### config.mk
export PLATFORM = sky130hd
export DESIGN_NAME = spi_tx_arbiter_flat
export DESIGN_NICKNAME = d
export VERILOG_FILES = /design/src/rtl/spi_tx_arbiter_if.sv /design/src/rtl/spi_tx_arbiter.sv /design/src/flat_wrapper.sv
export SDC_FILE = /design/constraint.sdc
export NUM_CORES = 1
export LEC_CHECK = 0
export CAP_MARGIN = 0
export CORE_ASPECT_RATIO = 1.2
export CORE_MARGIN = 2
export CORE_UTILIZATION = 56
export CTS_BUF_LIST = sky130_fd_sc_hd__clkbuf_16
export CTS_CLUSTER_DIAMETER = 80
export CTS_CLUSTER_SIZE = 16
export DETAILED_ROUTE_END_ITERATION = 10
export GPL_TIMING_DRIVEN = 0
export PLACE_DENSITY = 0.85
export SLEW_MARGIN = 5
export SYNTH_ARGS = -nofsm -noshare
export SYNTH_HDL_FRONTEND = slang
export SYNTH_SLANG_ARGS = --single-unit
### constraint.sdc
create_clock -name clk -period 6.2 [get_ports clk]
set_clock_uncertainty 0.2 [all_clocks]
set_input_delay 1.24 -clock clk [delete_from_list [all_inputs] [get_ports clk]]
set_output_delay 1.24 -clock clk [all_outputs]
set_load 0.005 [all_outputs]
### src/rtl/spi_tx_arbiter_if.sv
// spi_tx_arbiter_if
// Groups the host FIFO pop handshakes and the SPI master byte handshake that
// spi_tx_arbiter shares between the weight and input-activation streams.
//   w_data/w_valid/w_ready : weight FIFO head byte, non-empty, pop
//   a_data/a_valid/a_ready : act-in FIFO head byte, non-empty, pop
//   tx_byte/tx_start       : byte and 1-cycle start pulse to the SPI master
//   tx_done                : 1-cycle pulse, SPI master finished the byte
// master: arbiter side.  slave: FIFO + SPI master side.
interface spi_tx_arbiter_if;
  logic [7:0] w_data;
  logic       w_valid;
  logic       w_ready;
  logic [7:0] a_data;
  logic       a_valid;
  logic       a_ready;
  logic [7:0] tx_byte;
  logic       tx_start;
  logic       tx_done;

  modport master (
    input  w_data, w_valid, a_data, a_valid, tx_done,
    output w_ready, a_ready, tx_byte, tx_start
  );

  modport slave (
    output w_data, w_valid, a_data, a_valid, tx_done,
    input  w_ready, a_ready, tx_byte, tx_start
  );
endinterface

### src/rtl/spi_tx_arbiter.sv
// spi_tx_arbiter
// Shares one SPI master byte transmitter between the weight stream and the
// input-activation stream. Grants in bursts of up to BURST_BYTES, counts bytes
// per source against per-layer totals and emits 1-cycle completion pulses.
// Ports:
//   clk, rst               : clock, synchronous active-high reset
//   enable                 : arbitration allowed (sampled in IDLE only)
//   clear                  : 1-cycle, zero counters and abort to IDLE
//   bus (master)           : FIFO pops and SPI byte handshake
//   weight_tx_data_valid   : 1-cycle pulse per completed weight byte
//   act_in_tx_data_valid   : 1-cycle pulse per completed act-in byte
//   grant                  : one-hot {act, weight}, 00 when idle
//   tx_all_done            : both per-layer totals reached
// Build option: define ARB_STRICT_PRIO_EN for strict weight priority instead
// of round-robin.
module spi_tx_arbiter #(
  parameter int unsigned BURST_BYTES  = 16,
  parameter int unsigned WEIGHT_TOTAL = 1024,
  parameter int unsigned ACT_TOTAL    = 256
) (
  input  logic             clk,
  input  logic             rst,
  input  logic             enable,
  input  logic             clear,
  spi_tx_arbiter_if.master bus,
  output logic             weight_tx_data_valid,
  output logic             act_in_tx_data_valid,
  output logic [1:0]       grant,
  output logic             tx_all_done
);
  localparam int unsigned WW = $clog2(WEIGHT_TOTAL + 1);
  localparam int unsigned AW = $clog2(ACT_TOTAL + 1);
  localparam int unsigned BW = $clog2(BURST_BYTES + 1);
  localparam logic [WW-1:0] W_TOT = WW'(WEIGHT_TOTAL);
  localparam logic [AW-1:0] A_TOT = AW'(ACT_TOTAL);
  localparam logic [BW-1:0] B_MAX = BW'(BURST_BYTES);
  localparam logic [1:0]    GRANT_W = 2'b01;
  localparam logic [1:0]    GRANT_A = 2'b10;
`ifdef ARB_STRICT_PRIO_EN
  localparam logic STRICT = 1'b1;
`else
  localparam logic STRICT = 1'b0;
`endif

  typedef enum logic [1:0] {IDLE, LOAD, WAIT} state_t;

  state_t        state_q, state_d;
  logic [1:0]    grant_q, grant_d;
  logic          ptr_q, ptr_d;        // 0: weight next, 1: act next
  logic [BW-1:0] burst_q, burst_d;
  logic [WW-1:0] w_cnt_q, w_cnt_d;
  logic [AW-1:0] a_cnt_q, a_cnt_d;
  logic [7:0]    tx_byte_q, tx_byte_d;
  logic          tx_start_q, tx_start_d;
  logic          w_pulse_q, w_pulse_d;
  logic          a_pulse_q, a_pulse_d;
  logic          all_done_q, all_done_d;

  logic          w_elig, a_elig, take_w;
  logic          src_w, src_valid, src_below;
  logic [7:0]    src_data;
  logic [WW-1:0] w_inc;
  logic [AW-1:0] a_inc;
  logic [BW-1:0] burst_inc;

  always_comb begin
    state_d    = state_q;
    grant_d    = grant_q;
    ptr_d      = ptr_q;
    burst_d    = burst_q;
    w_cnt_d    = w_cnt_q;
    a_cnt_d    = a_cnt_q;
    tx_byte_d  = tx_byte_q;
    tx_start_d = 1'b0;
    w_pulse_d  = 1'b0;
    a_pulse_d  = 1'b0;
    bus.w_ready = 1'b0;
    bus.a_ready = 1'b0;

    w_elig    = bus.w_valid && (w_cnt_q < W_TOT);
    a_elig    = bus.a_valid && (a_cnt_q < A_TOT);
    take_w    = w_elig && (!a_elig || STRICT || !ptr_q);
    w_inc     = (w_cnt_q < W_TOT) ? w_cnt_q + 1'b1 : w_cnt_q;
    a_inc     = (a_cnt_q < A_TOT) ? a_cnt_q + 1'b1 : a_cnt_q;
    burst_inc = burst_q + 1'b1;
    src_w     = grant_q[0];
    src_valid = src_w ? bus.w_valid : bus.a_valid;
    src_data  = src_w ? bus.w_data  : bus.a_data;
    src_below = src_w ? (w_inc < W_TOT) : (a_inc < A_TOT);

    // Counters only move upward, so the flag can be recomputed every cycle;
    // clear masks it so it drops together with the counters.
    all_done_d = !clear && (w_cnt_q == W_TOT) && (a_cnt_q == A_TOT);

    if (clear) begin
      // A tx_done in this cycle is dropped; an in-flight byte is not recalled.
      state_d = IDLE;
      grant_d = '0;
      ptr_d   = 1'b0;
      burst_d = '0;
      w_cnt_d = '0;
      a_cnt_d = '0;
    end else begin
      unique case (state_q)
        IDLE: begin
          if (enable && (w_elig || a_elig)) begin
            grant_d = take_w ? GRANT_W : GRANT_A;
            burst_d = '0;
            state_d = LOAD;
          end
        end
        LOAD: begin
          if (src_valid) begin
            bus.w_ready = src_w;
            bus.a_ready = !src_w;
            tx_byte_d   = src_data;
            tx_start_d  = 1'b1;
            state_d     = WAIT;
          end else begin
            grant_d = '0;
            state_d = IDLE;
          end
        end
        WAIT: begin
          if (bus.tx_done) begin
            if (src_w) begin
              w_pulse_d = 1'b1;
              w_cnt_d   = w_inc;
            end else begin
              a_pulse_d = 1'b1;
              a_cnt_d   = a_inc;
            end
            burst_d = burst_inc;
            if ((burst_inc < B_MAX) && src_below && src_valid) begin
              state_d = LOAD;
            end else begin
              grant_d = '0;
              ptr_d   = src_w;
              state_d = IDLE;
            end
          end
        end
        default: state_d = IDLE;
      endcase
    end
  end

  always_ff @(posedge clk) begin
    if (rst) begin
      state_q    <= IDLE;
      grant_q    <= '0;
      ptr_q      <= 1'b0;
      burst_q    <= '0;
      w_cnt_q    <= '0;
      a_cnt_q    <= '0;
      tx_byte_q  <= '0;
      tx_start_q <= 1'b0;
      w_pulse_q  <= 1'b0;
      a_pulse_q  <= 1'b0;
      all_done_q <= 1'b0;
    end else begin
      state_q    <= state_d;
      grant_q    <= grant_d;
      ptr_q      <= ptr_d;
      burst_q    <= burst_d;
      w_cnt_q    <= w_cnt_d;
      a_cnt_q    <= a_cnt_d;
      tx_byte_q  <= tx_byte_d;
      tx_start_q <= tx_start_d;
      w_pulse_q  <= w_pulse_d;
      a_pulse_q  <= a_pulse_d;
      all_done_q <= all_done_d;
    end
  end

  assign bus.tx_byte           = tx_byte_q;
  assign bus.tx_start          = tx_start_q;
  assign grant                 = grant_q;
  assign weight_tx_data_valid  = w_pulse_q;
  assign act_in_tx_data_valid  = a_pulse_q;
  assign tx_all_done           = all_done_q;
endmodule

### src/flat_wrapper.sv
// flat-port wrapper written by rule: the top's interface ports become plain ports
module spi_tx_arbiter_flat 
#(
  parameter int unsigned BURST_BYTES  = 16,
  parameter int unsigned WEIGHT_TOTAL = 1024,
  parameter int unsigned ACT_TOTAL    = 256
)
  (clk, rst, enable, clear, weight_tx_data_valid, act_in_tx_data_valid, grant, tx_all_done, bus_w_data, bus_w_valid, bus_a_data, bus_a_valid, bus_tx_done, bus_w_ready, bus_a_ready, bus_tx_byte, bus_tx_start);
  spi_tx_arbiter_if bus_i ();
  input  logic clk;
  input  logic rst;
  input  logic enable;
  input  logic clear;
  output logic weight_tx_data_valid;
  output logic act_in_tx_data_valid;
  output logic [1:0] grant;
  output logic tx_all_done;
  input wire logic [$bits(bus_i.w_data)-1:0] bus_w_data;
  input wire logic [$bits(bus_i.w_valid)-1:0] bus_w_valid;
  input wire logic [$bits(bus_i.a_data)-1:0] bus_a_data;
  input wire logic [$bits(bus_i.a_valid)-1:0] bus_a_valid;
  input wire logic [$bits(bus_i.tx_done)-1:0] bus_tx_done;
  output wire logic [$bits(bus_i.w_ready)-1:0] bus_w_ready;
  output wire logic [$bits(bus_i.a_ready)-1:0] bus_a_ready;
  output wire logic [$bits(bus_i.tx_byte)-1:0] bus_tx_byte;
  output wire logic [$bits(bus_i.tx_start)-1:0] bus_tx_start;
  assign bus_i.w_data = bus_w_data;
  assign bus_i.w_valid = bus_w_valid;
  assign bus_i.a_data = bus_a_data;
  assign bus_i.a_valid = bus_a_valid;
  assign bus_i.tx_done = bus_tx_done;
  assign bus_w_ready = bus_i.w_ready;
  assign bus_a_ready = bus_i.a_ready;
  assign bus_tx_byte = bus_i.tx_byte;
  assign bus_tx_start = bus_i.tx_start;
  spi_tx_arbiter #(.BURST_BYTES(BURST_BYTES), .WEIGHT_TOTAL(WEIGHT_TOTAL), .ACT_TOTAL(ACT_TOTAL)) u_core (.clk(clk), .rst(rst), .enable(enable), .clear(clear), .bus(bus_i), .weight_tx_data_valid(weight_tx_data_valid), .act_in_tx_data_valid(act_in_tx_data_valid), .grant(grant), .tx_all_done(tx_all_done));
endmodule
After elaboration in Yosys (flattened, before gate mapping)
Index checks and enable logic that the tools add are counted.

Register bits: 42. Bits in latches: 0. RAM bits: 0. Bits in read-only memories: 0. Input bits: 23. Output and inout port bits: 16. Memories kept: 0.

Add/subtract/negate cells: 3. $mul: 0. Divide/modulo/power cells: 0. Magnitude comparators: 5. Equality and inequality tests: 8. Shift operators: 0. Mux-type cells: 28. Bitwise operators: 6. Reduce and logical (&&, ||, !) cells: 27.

Operators by type and width (count): 11-bit < comparator, second input constant (2); 9-bit < comparator, second input constant (2); 2-bit 2-to-1 mux (8); 3-bit AND reduction (5); 1-bit 2-to-1 mux (12); 2-bit one-hot mux with 3 select lines (2); 11-bit by 1-bit adder with 11-bit output, second input constant (1); 11-bit equality test, second input constant (1); 11-bit 2-to-1 mux (1); 5-bit 2-to-1 mux (2); 5-bit one-hot mux with 2 select lines (1); 9-bit by 1-bit adder with 9-bit output, second input constant (1); 9-bit equality test, second input constant (1); 9-bit 2-to-1 mux (1); 1-bit logical AND (8); 8-bit 2-to-1 mux (1); 2-bit != test, second input constant (3); 1-bit inverter (6); 5-bit by 1-bit adder with 5-bit output, second input constant (1); 5-bit < comparator, second input constant (1); 5-bit AND reduction (1); 1-bit logical NOT (4); 4-bit OR reduction (1); 3-bit nonzero test (1); 9 further kinds (10).

Depth between registers and ports, before layout
Word-level depth: 9. Mapped depth: 8.

Worst setup path after synthesis
OpenSTA, ideal clock, no wires.

Path kind: in2out. Start: input clear. End: output bus_a_ready. Arrival time: 1547 ps. Setup slack: 3213 ps. Stages on the path: 2. Cell sequence: nand2b_1 nor2_1.

Word-level cells in the longest chain between the ends: 1.

Ends and longest elaborated chain: start, declared (line flat_wrapper.sv:13) `input logic clear;`; 1-bit 2-to-1 mux (line spi_tx_arbiter.sv:95) `if (clear) begin`; end, declared (line flat_wrapper.sv:24) `output wire logic [$bits(bus_i.a_ready)-1:0] bus_a_ready;`.

No other way between the ends.

Final worst setup path
Start: input clear. End: output bus_w_ready.

Word-level cells in the longest chain between the ends: 1.

Ends and longest elaborated chain: 1-bit 2-to-1 mux (line spi_tx_arbiter.sv:95); end, declared (line flat_wrapper.sv:23) `output wire logic [$bits(bus_i.w_ready)-1:0] bus_w_ready;`.

No other way between the ends.

==> impl_metrics.env <==
export IMPL_outcome="complete, no violations"
export IMPL_grt_pass1_vias=1634
export IMPL_hold_ws_ps=270
export IMPL_critical_path_slowest_cell="clkdlybuf4s50_1"
export IMPL_whs_path_depth=2
export IMPL_finalCritPeriodShare_pct=63.8
export IMPL_synth_top_cell_by_area="dfxtp_1"
export IMPL_cts_buffers_inserted=5
export IMPL_finalHoldViolations=0
export IMPL_nets=316
export IMPL_timing_slew_headroom_pct=62.0
export IMPL_vias_per_cell=5.43
export IMPL_rr_endpoint="u_core.w_cnt_q[9]"
export IMPL_grt_use_total_pct=23.2
export IMPL_startpoint="clear"
export IMPL_total_leakage_power_nw=0.955
export IMPL_syn_area_per_cell_sq_um=8.84
export IMPL_vias=1823
export IMPL_synth_nets=271
export IMPL_routed_wl_um=4570
export IMPL_ioPinCount=39
export IMPL_place_area_sq_um=2550
export IMPL_crit_family="buffers and inverters"
export IMPL_synth_area_sq_um=2100
export IMPL_final_min_clock_period_ps=3950
export IMPL_holdBufCountCts=0
export IMPL_final_area_sq_um=2700
export IMPL_antenna_cells=0
export IMPL_dp_hpwl_um=3280
export IMPL_grt_start_max_net_pins=16
export IMPL_async_flop_share_pct=0
export IMPL_min_from="u_core.grant[1]"
export IMPL_grt_pass1_wl_um=7460
export IMPL_cp_num_buf_inv=2
export IMPL_fin_util_pct=74.3
export IMPL_yosysWarningCount=0
export IMPL_place_congestion=0.826
export IMPL_crit_chain="clkdlybuf4s50_1 > nand2b_1 > nor2_1 > clkdlybuf4s50_1"
export IMPL_cp_arrival_ps=2510
export IMPL_power_uw=582
export IMPL_drv_slew=0
export IMPL_drive_above_1_share_pct=8.10
export IMPL_hold_path_end="u_core.grant[1]"
export IMPL_cpMostUsedCell="clkdlybuf4s50_1"
export IMPL_core_area_sq_um=3630
export IMPL_antenna_left=0
export IMPL_synth_xor_area_share_pct=7.07
export IMPL_hold_class="reg2reg"
export IMPL_port_buffers=38
export IMPL_grt_overflow=0
export IMPL_timing_fmax_mhz=253
export IMPL_yosysSeqAreaShare_pct=40.0
export IMPL_cts_repair_resized=0
export IMPL_clk_pin_slew_ps=60
export IMPL_antenna_found_initial=0
export IMPL_initial_utilization_pct=57.9
export IMPL_synth_top_family_by_area="simple AND/OR/NAND/NOR gates"
export IMPL_route_detailed_drc=0
export IMPL_critPathKind="in2out"
export IMPL_dieArea_sq_um=4270
export IMPL_slowest_delay_ps=500
export IMPL_worst_slew_pin_slew_ps=569
export IMPL_clock_latency_ps=290
export IMPL_yosysUniqueCellTypes=42
export IMPL_fillers=280
export IMPL_wl_per_cell_um=13.6
export IMPL_drt_pre_antenna_iters=4
export IMPL_cp_required_ps=4760
export IMPL_synth_seq_cells=42
export IMPL_clockBufferDepth=2
export IMPL_synth_adder_area_share_pct=5.95
export IMPL_synthTopCellsByArea="dfxtp_1, nor2_1, ha_1"
export IMPL_rsz0062_at_grt="no"
export IMPL_max_cap_viol_count=0
export IMPL_setup_viol=0
export IMPL_r2r_start="u_core.state_q[0]"
export IMPL_die_x_um=60.0
export IMPL_cts_root_buf="clkbuf_16"
export IMPL_power_per_cell_area_nw_per_um2=216
export IMPL_syn_inst=238
export IMPL_path_max_fanout=4
export IMPL_start_kind="input port"
export IMPL_synthSimpleGateAreaFrac_pct=26.1
export IMPL_synth_compound_area_share_pct=12.1
export IMPL_synth_edf_count=0
export IMPL_synthMuxAreaShare_pct=5.23
export IMPL_fin_tns_setup_ps=0
export IMPL_cts_tree="built"
export IMPL_crit_path_end_kind="primary output"
export IMPL_synth_top_area_share_pct=40.0
export IMPL_drt_iter0_drc=94
export IMPL_fp_row_count=24
export IMPL_synth_top_flop_cell="dfxtp_1"
export IMPL_rrSetupSlack_ps=3850
export IMPL_clock_sinks=42
export IMPL_die_h_um=71.2
export IMPL_htreeDepth=2
export IMPL_ff2ff_path_depth=8
export IMPL_peakVddDrop_uv=212
export IMPL_layout_area_overhead_vs_synth_pct=28.2
export IMPL_cts_setup_buffers=0
## cell usage after synthesis (2+ instances only)
master	instances
a211oi_1	8
a21oi_1	8
a22oi_1	2
and3_1	5
buf_1	2
buf_2	4
clkbuf_1	2
dfxtp_1	42
ha_1	10
inv_1	9
mux2i_1	11
nand2_1	16
nand2b_1	5
nand3_1	7
nand4_1	5
nor2_1	42
nor2b_1	3
nor3_1	5
nor4_1	4
nor4_2	2
o211ai_1	3
o21ai_0	5
o31ai_1	2
or3_1	3
xnor2_1	5
xor2_1	12
## logic make-up after synthesis
group	Yosys count
buf+inv	18
flops	42
compound gates	35
mux	11
fa+ha+maj	10
xor+xnor	17
simple gates	105
## worst max path at each step
stage	to	slack [ps]	depth (start not counted)
after global placement	bus_w_ready	2270	4
after detailed placement	bus_w_ready	2250	4
after global routing	bus_w_ready	2170	4
after CTS	bus_w_ready	2240	4
final	bus_w_ready	2250	4
after floorplan	bus_a_ready	3210	2
## metal layers
layer	GRT usage [%]	vias up	routed length (um)
li1	-	921	-
met1	29.2	846	1990
met2	37.6	50	2230
met3	5.48	6	265
met4	9.38	0	80
met5	0	-	0
## registers in the layout, indices dropped and copies added, names as in the netlist
signal                       count
u_core.state_q                   2
u_core.act_in_tx_data_valid      1
u_core.ptr_q                     1
u_core.tx_all_done               1
u_core.bus.tx_byte               8
u_core.w_cnt_q                  11
u_core.burst_q                   5
u_core.bus.tx_start              1
u_core.weight_tx_data_valid      1
u_core.a_cnt_q                   9
u_core.grant                     2
## worst reg2reg max path: cells and delay by family (launching register included)
kind	cells	cell delay [ps]
xor+xnor	1	190
fa+ha+maj	1	160
buf+inv	2	310
flops	1	350
simple gates	4	1020
## cell usage in the layout, fill, tap and decap left out, types with 3 or more instances in the layout
master	netlist	layout
inv_1	9	9
xnor2_1	5	5
nor2b_1	3	3
dfxtp_1	42	42
mux2i_1	11	11
a211oi_1	8	8
or3_1	3	3
nand2_1	16	16
nor3_1	5	5
a21oi_1	8	8
o21ai_0	5	5
clkbuf_16	0	5
buf_2	4	4
and3_1	5	5
nand3_1	7	7
nand2b_1	5	5
nor4_1	4	4
xor2_1	12	12
ha_1	10	10
o211ai_1	3	3
clkdlybuf4s50_1	0	38
nand4_1	5	5
nor2_1	42	42
## stage by stage
stage               setup slack (ps)  std cells
finish                          2250        336
global route                    2170        336
CTS                             2240        336
detailed placement              2250        328
global placement                2270        328
floorplan                       3210        238
## layout make-up
| type | instances | area (sq um) | share of cell area [%] |
|---|---|---|---|
| buffer | 9 | 42.5 | 1.58 |
| clock buffer | 5 | 125 | 4.64 |
| clock inverter | 3 | 23.8 | 0.881 |
| inverter | 9 | 33.8 | 1.25 |
| multi-input combinational | 178 | 1190 | 44.0 |
| sequential | 42 | 841 | 31.2 |
| tap | 52 | 65.1 | 2.41 |
| timing repair buffer | 38 | 380 | 14.1 |
## where the power goes
group	total [mW]	switching (mW)	internal (mW)
registers	0.274	0.00155	0.272
logic	0.0483	0.0219	0.0264
clock network	0.260	0.110	0.150
total	0.582	0.133	0.449
No activity file was read; power rests on OpenSTA's default activity.
